### config.mk
export PLATFORM = sky130hd
export DESIGN_NAME = tick_timer_scheduler
export DESIGN_NICKNAME = d
export VERILOG_FILES = /design/src/rtl/tick_timer_pkg.sv /design/src/rtl/tick_prescaler.sv /design/src/rtl/tick_timer_scheduler.sv
export SDC_FILE = /design/constraint.sdc
export NUM_CORES = 1
export LEC_CHECK = 0
export BUFFER_PORTS_ARGS = -buffer_cell sky130_fd_sc_hd__buf_4
export CAP_MARGIN = 40
export CORE_MARGIN = 3
export CORE_UTILIZATION = 55
export CTS_CLUSTER_DIAMETER = 100
export CTS_CLUSTER_SIZE = 12
export DETAILED_ROUTE_END_ITERATION = 10
export PLACE_DENSITY_LB_ADDON = 0.1
export SKIP_LAST_GASP = 1
export SYNTH_ARGS = -nofsm -noshare
export SYNTH_HDL_FRONTEND = slang
export SYNTH_HIERARCHICAL = 1
export SYNTH_SLANG_ARGS = --single-unit
### constraint.sdc
create_clock -name clk -period 2.5 [get_ports clk]
set_input_delay 0.125 -clock clk [delete_from_list [all_inputs] [get_ports clk]]
set_output_delay 0.125 -clock clk [all_outputs]
set_load 0.05 [all_outputs]
### src/rtl/tick_timer_pkg.sv
// Shared types and helpers for the tick timer scheduler.
package tick_timer_pkg;

   typedef enum logic {T_IDLE, T_RUN} tmr_state_t;

   localparam int DEF_CNT_W = 16;

   // Channel-select width; a single channel still gets a 1-bit index.
   function automatic int ch_w(input int n);
      return (n > 1) ? $clog2(n) : 1;
   endfunction

endpackage

### src/rtl/tick_prescaler.sv
// Free-running prescaler: registered one-cycle tick every PRESCALE clocks.
module tick_prescaler #(
   parameter int PRESCALE = 8
) (
   input  logic clk,
   input  logic rst,
   output logic tick
);

   localparam int PW = (PRESCALE > 1) ? $clog2(PRESCALE) : 1;
   localparam logic [PW-1:0] LAST = PW'(PRESCALE - 1);

   logic [PW-1:0] cnt, cnt_nxt;

   always_comb cnt_nxt = (cnt == LAST) ? '0 : cnt + 1'b1;

   // tick is registered so it is high exactly while cnt == PRESCALE-1.
   always_ff @(posedge clk) begin
      if (rst) begin
         cnt  <= '0;
         tick <= 1'b0;
      end else begin
         cnt  <= cnt_nxt;
         tick <= (cnt_nxt == LAST);
      end
   end

endmodule

### src/rtl/tick_timer_scheduler.sv
// CHANNELS countdown timers sharing one prescaled tick; sticky irq per channel.
// Optional TIMER_OVERRUN_EN adds an overrun flag for expiries on an unacked irq.
module tick_timer_scheduler
   import tick_timer_pkg::*;
#(
   parameter int CHANNELS = 4,
   parameter int PRESCALE = 8,
   parameter int CNT_W    = DEF_CNT_W
) (
   input  logic                       clk,
   input  logic                       rst,
   input  logic                       wr_en,
   input  logic [ch_w(CHANNELS)-1:0]  wr_ch,
   input  logic [CNT_W-1:0]           wr_count,
   input  logic                       wr_periodic,
   input  logic [CHANNELS-1:0]        ack,
   output logic                       tick,
   output logic [CHANNELS-1:0]        busy,
   output logic [CHANNELS-1:0]        irq
`ifdef TIMER_OVERRUN_EN
   ,
   output logic [CHANNELS-1:0]        overrun
`endif
);

   localparam int CH_W = ch_w(CHANNELS);

   tick_prescaler #(.PRESCALE(PRESCALE)) u_pre (
      .clk  (clk),
      .rst  (rst),
      .tick (tick)
   );

   for (genvar i = 0; i < CHANNELS; i++) begin : g_ch
      tmr_state_t       st;
      logic [CNT_W-1:0] rem, rld;
      logic             per, irq_q, hit, expire;

      // Out-of-range indices match no channel and are dropped.
      assign hit    = wr_en && (wr_ch == CH_W'(i));
      // A write in the same cycle swallows the tick.
      assign expire = (st == T_RUN) && tick && !hit && (rem == CNT_W'(1));

      always_ff @(posedge clk) begin
         if (rst) begin
            st    <= T_IDLE;
            rem   <= '0;
            rld   <= '0;
            per   <= 1'b0;
            irq_q <= 1'b0;
         end else begin
            if (hit) begin
               if (wr_count != '0) begin
                  st  <= T_RUN;
                  rem <= wr_count;
                  rld <= wr_count;
                  per <= wr_periodic;
               end else begin
                  st  <= T_IDLE;
               end
            end else if (st == T_RUN && tick) begin
               if (rem > CNT_W'(1))
                  rem <= rem - 1'b1;
               else if (per)
                  rem <= rld;
               else
                  st  <= T_IDLE;
            end

            if (expire)
               irq_q <= 1'b1;
            else if (ack[i])
               irq_q <= 1'b0;
         end
      end

      assign busy[i] = (st == T_RUN);
      assign irq[i]  = irq_q;

`ifdef TIMER_OVERRUN_EN
      logic ovr_q;
      always_ff @(posedge clk) begin
         if (rst)
            ovr_q <= 1'b0;
         else if (expire && irq_q)
            ovr_q <= 1'b1;
         else if (ack[i])
            ovr_q <= 1'b0;
      end
      assign overrun[i] = ovr_q;
`endif
   end

endmodule

Word-level counts from Yosys, hierarchy flattened
Cells that the tools add are included.
{"block": "totals", "in_bits": 26, "regBits": 144, "out_inout_bits": 9, "word_cells": 141}
{"block": "op_classes", "n_mux": 43, "eq_ne": 21, "n_reduce_logical": 46, "order_cmp": 4, "n_addsub": 5}
{"operator": "$mux 16", "n": 17}
{"operator": "$eq 16x1->1 const B", "n": 4}
{"operator": "$gt 16x1->1 const B", "n": 4}
{"operator": "$sub 16x1->16 const B", "n": 4}
{"operator": "$mux 1", "n": 25}
{"operator": "$reduce_and 3->1", "n": 8}
{"operator": "$logic_and 1x1->1", "n": 16}
{"operator": "$ne 2x1->1 const B", "n": 8}
{"operator": "$reduce_bool 16->1", "n": 1}
{"operator": "$reduce_bool 2->1", "n": 8}
{"operator": "$reduce_bool 3->1", "n": 4}
{"operator": "$ne 2x2->1 const B", "n": 4}
{"operator": "$reduce_and 2->1", "n": 4}
{"operator": "$eq 3x3->1 const B", "n": 2}
{"operator": "$eq 2x2->1 const B", "n": 2}
{"operator": "$logic_not 1->1", "n": 4}
{"operator": "$add 3x1->3 const B", "n": 1}
{"operator": "$mux 3", "n": 1}
{"operator": "$eq 2x1->1 const B", "n": 1}
{"operator": "$logic_not 2->1", "n": 1}

Logic depth before layout (Yosys ltp)
{"block": "logic_depth", "ltp_word": 6, "depth_mapped": 10}

Cells and area by module
The synthesis kept the hierarchy.
{"mod": "tick_timer_scheduler", "cells_each": 923, "area_per_inst_um2": 7146.9, "instances": 1, "seq_area_each_um2": 2802.7}
{"mod": "tick_prescaler", "cells_each": 12, "area_per_inst_um2": 145.1, "instances": 1, "seq_area_each_um2": 80.1}

Least setup slack after synthesis
No wires, ideal clock.
{"block": "synth_timing", "kind": "register to register", "start": "register g_ch[0].rem[7]", "end": "register g_ch[0].rem[9]", "setup_ps": 91, "synth_period_minus_slack_ps": 2417, "path_buffers": 2, "arrival_time_ps": 2326, "setup_slack_ps": 83, "path_stages_with_launch": 9, "t_required_ps": 2409, "cell_sequence": "dfxtp_1 > or4_4 > or4_4 > or2_1 > buf_6 > buf_6 > o311ai_2 > o211ai_1 > a311oi_1"}
{"block": "synth_via", "elab_chain_cells": 4, "elab_cells_between_ends": 7, "classes_between": "add/sub: 1; order compare: 1; mux: 3; reduce/logical: 2"}
{"item": "from (decl)", "line_no": "tick_timer_scheduler.sv:36", "rtl": "logic [CNT_W-1:0] rem, rld;"}
{"item": "from (signal assigned)", "line_no": "tick_timer_scheduler.sv:55", "rtl": "rem <= wr_count;"}
{"item": "from (signal assigned)", "line_no": "tick_timer_scheduler.sv:63", "rtl": "rem <= rem - 1'b1;"}
{"item": "from (signal assigned)", "line_no": "tick_timer_scheduler.sv:65", "rtl": "rem <= rld;"}
{"item": "$sub 16x1->16 / $gt 16x1->1 (equally long branches)", "line_no": "tick_timer_scheduler.sv:63, tick_timer_scheduler.sv:62"}
{"item": "$mux 16", "line_no": "tick_timer_scheduler.sv:62", "rtl": "if (rem > CNT_W'(1))"}
{"item": "$mux 16", "line_no": "tick_timer_scheduler.sv:61", "rtl": "end else if (st == T_RUN && tick) begin"}
{"item": "$mux 16", "line_no": "tick_timer_scheduler.sv:52", "rtl": "if (hit) begin"}
Several ways; a longest one is shown, not always the timed one. The select of a mux whose other input is x is not followed.
A chain may end at the register's enable or synchronous reset.

Worst setup path in the final report
{"block": "layout_timing", "start": "register g_ch[0].rem[7]", "end": "register g_ch[0].rem[5]"}
{"block": "layout_via", "elab_chain_cells": 4, "elab_cells_between_ends": 6, "classes_between": "order compare: 1; mux: 3; reduce/logical: 2"}
{"item": "$gt 16x1->1 (*)", "line_no": "tick_timer_scheduler.sv:62"}
{"item": "$mux 16", "line_no": "tick_timer_scheduler.sv:62"}
{"item": "$mux 16", "line_no": "tick_timer_scheduler.sv:61"}
{"item": "$mux 16", "line_no": "tick_timer_scheduler.sv:52"}
Mark *: on every way between the ends. The rest lies on a longest branch, timed or not. The select of a mux whose other input is x is not followed.

==> summary.md <==
| Metric | Value |
|---|---|
| Status | `finished, final reports clean` |
| Syn_nets | `972` |
| Area grow syn2layout | `16.83%` |
| Final setup fails | `0` |
| Crit-path max FO | `8` |
| Final Instance Area | `8519 sq um` |
| Critical Path Source Type | `register` |
| Routed Antenna Nets | `0` |
| Post-placement cell area | `7848 sq um` |
| Sequential fraction of the synthesis area | `0.3953` |
| Drt drc | `0` |
| Clk Latency, worst-skew pair | `0.43 ns` |
| Crit. End Element | `register` |
| Final Total Pwr | `6449 uW` |
| Initial Util | `0.5709` |
| DR top layer | `met4` |
| Hold WS | `0.01754 ns` |
| Pre-CTS setup slack | `-0.1372 ns` |
| Largest net degree at the start of global routing | `66` |
| Fin crit share | `0.9802` |
| Critical path class | `register to register` |
| Antenna violations before repair | `0` |
| Max-cap violations | `0` |
| Fmax | `408.1 MHz` |
| Die area | `14680 sq um` |
| HP Start | `ack[1]` |
| Reg2reg start | `g_ch[0].rem[7]` |
| Synth area leader | `dfxtp_1` |
| # clock sinks | `144` |
| Total CTS buffers | `17` |
| Worst EP required | `2.84 ns` |
| Iter 0 DRT Violations | `678` |
| RSZ-0062 raised after global routing | `yes` |
| Clk_skew | `0.007459 ns` |
| Clk root buf | `clkbuf_16` |
| CTS tree | `done` |
| Top-area cell type share of the netlist area | `0.3953` |
| Routed WL per cell | `17.67 microns` |
| Final Util | `0.6670` |
| Worst vdd ir | `530.0 uV` |
| EDFF count, synth | `0` |
| First-pass GRT wire length | `32.83 mm` |
| Maximum root-to-sink buffer count | `2` |
| Max-slew headroom | `0.4149` |
| Iteration count of the initial detailed-routing pass | `5` |
| Flops & latches, synth | `144` |
| Port Buffers | `34` |
| Total grt overflow | `0` |
| Cell Area, Synth | `7292 sq um` |
| Synth top area cells | `dfxtp_1, nand2_1, a21oi_1, nor2_1, a311oi_1` |
| Gr usage total | `0.2812` |
| CTS H-Tree Depth | `4` |
| Wire length on met2 | `9.822 mm` |
| Source of the critical timing path | `g_ch[0].rem[7]` |
| Final Hold Fails | `0` |
| Worst-path clk slew | `0.06 ns` |
| LEAKAGE | `0.003181 uW` |
| Yosys warns | `6` |
| Mapped Cells | `935` |
| Fin worst setup slack | `0.04939 ns` |
| Antenna Cells | `0` |
| Chip height | `121.1 microns` |
| Hold WC Path Type | `primary input to register` |
| Met3 wire length | `1.390 mm` |
| Layout cells sized above 1 | `0.1497` |
| Max Slew Vio Count | `0` |
| Nets | `1006` |
| DIE WIDTH | `121.1 microns` |
| FFs w/ async S/R, synth | `0` |
| FP Rows | `41` |
| Vias per inst | `6.127` |
| Count of different cell masters after synthesis | `56` |
| Final min period | `2.451 ns` |
| Power Dens Cells | `756.9 nW/um^2` |
| Metal1 wirelength | `8.621 mm` |
| Critical path arrival | `2.79 ns` |
| Ys flop type | `dfxtp_1` |
| Vias in the first global route | `6703` |
| Top Ports | `35` |
| Worst slew pin tran | `0.8771 ns` |
| Syn_area_per_cell | `7.799 sq um` |
| Total number of vias | `7071` |
| DP HPWL | `13.09 mm` |
| Routability-driven placement congestion ratio | `0.8901` |
| WL final | `20.39 mm` |
| Worst reg-to-reg setup slack | `0.05 ns` |
| Core Box Area | `12770 sq um` |
sequential cells by signal, summed over array words and instances (netlist names):
name	count
g_ch.rem	64
g_ch.rld	64
g_ch.irq_q	4
g_ch.per	4
g_ch.st	4
u_pre/cnt	3
u_pre/tick	1
cells in the final DEF (no fill, tap or decap), types with 5 or more instances in the layout:
| cell type | n |
|---|---|
| a22oi_1 | 8 |
| a211oi_1 | 15 |
| dfxtp_1 | 144 |
| o21ai_0 | 8 |
| nor2_1 | 102 |
| nor4_1 | 13 |
| ha_1 | 10 |
| nor3_1 | 19 |
| o2111ai_1 | 5 |
| buf_4 | 85 |
| o31ai_1 | 12 |
| nand3_1 | 23 |
| a31oi_1 | 11 |
| xor2_1 | 20 |
| xnor2_1 | 23 |
| a311oi_1 | 38 |
| clkbuf_16 | 17 |
| o211ai_1 | 39 |
| a21oi_1 | 92 |
| inv_1 | 14 |
| nand4_1 | 8 |
| nand2_1 | 181 |
| or4_1 | 6 |
report_power, final:
part	switching, uW	internal (uW)
combinational	855	662
clock	1020	1420
sequential	93.7	2400
total	1970	4480
per-layer routing:
metal,vias up,global-route usage
met2,254,0.4790
met1,3344,0.3538
li1,3424,-
met5,-,0
met4,0,0.1015
met3,49,0.05641
logic make-up after synthesis:
logic type      Yosys count  share of synthesized area
fa+ha+maj                11                    0.01887
flops                   144                     0.3953
simple gates            388                     0.2356
buf+inv                  90                    0.05456
mux                       6                   0.008922
xor+xnor                 43                    0.05165
compound gates          253                     0.2351
through the flow:
step,setup TNS (ns),std cells
final,0,1154
after global routing,-0.06984,1154
after CTS,-0.01581,1152
after detailed placement,-0.9444,1117
after global placement,-0.5808,1116
after floorplan,0,935
cells in the mapped netlist (3+ instances only):
library cell	n
or3_1	5
nand2_1	181
o21ai_0	8
nor4_1	13
mux2_2	4
o31ai_1	12
nor3b_1	4
o21ai_1	3
nor2_1	102
buf_2	6
a31oi_1	11
o211ai_1	39
nor2b_1	4
clkbuf_1	58
inv_1	14
a311oi_1	41
ha_1	11
a21oi_1	92
buf_6	3
nand3_1	23
buf_4	8
nand4b_1	3
nand4_1	8
xor2_1	20
dfxtp_1	144
a211oi_1	15
a22oi_1	8
a211o_1	4
nor3_1	20
xnor2_1	23
o2111ai_1	5
or2_2	3
or4_1	7
path summary, 6_finish.rpt:
kind,endpoint,depth (start not counted)
hold reg to reg,g_ch[2].rld[5],2
hold / removal,g_ch[1].irq_q,4
setup reg to reg,g_ch[0].rem[5],7
setup / recovery,g_ch[0].rem[5],7
critical path: stages (launching register included):
cell and delay [ns]:
dfxtp_1 0.31, or4_4 0.56, or4_4 0.56, buf_4 0.17
nor3_4 0.17, o21ai_4 0.11, buf_4 0.20, a311oi_2 0.27
what timing repair did:
| item | CTS | global route |
|---|---|---|
| cloned | 0 | 0 |
| resized for setup | 3 | 8 |
| setup buffers | 0 | 2 |
| endpoints found under the setup margin | 14 | 17 |
| pin swaps | 0 | 6 |
| hold endpoints to repair | 5 | 0 |
| hold buffers | 3 | 0 |
cell type report:
type                    instances  area, sq um
multi-input cells             701         4081
inverters                      14        52.55
well taps                     172        215.2
repair buffers                 91        719.4
flip-flops and latches        144         2883
clock buffers                  19        452.9
clock inverters                13        115.1
fillers                      1078         4254
(Power assumes the default switching activity.)
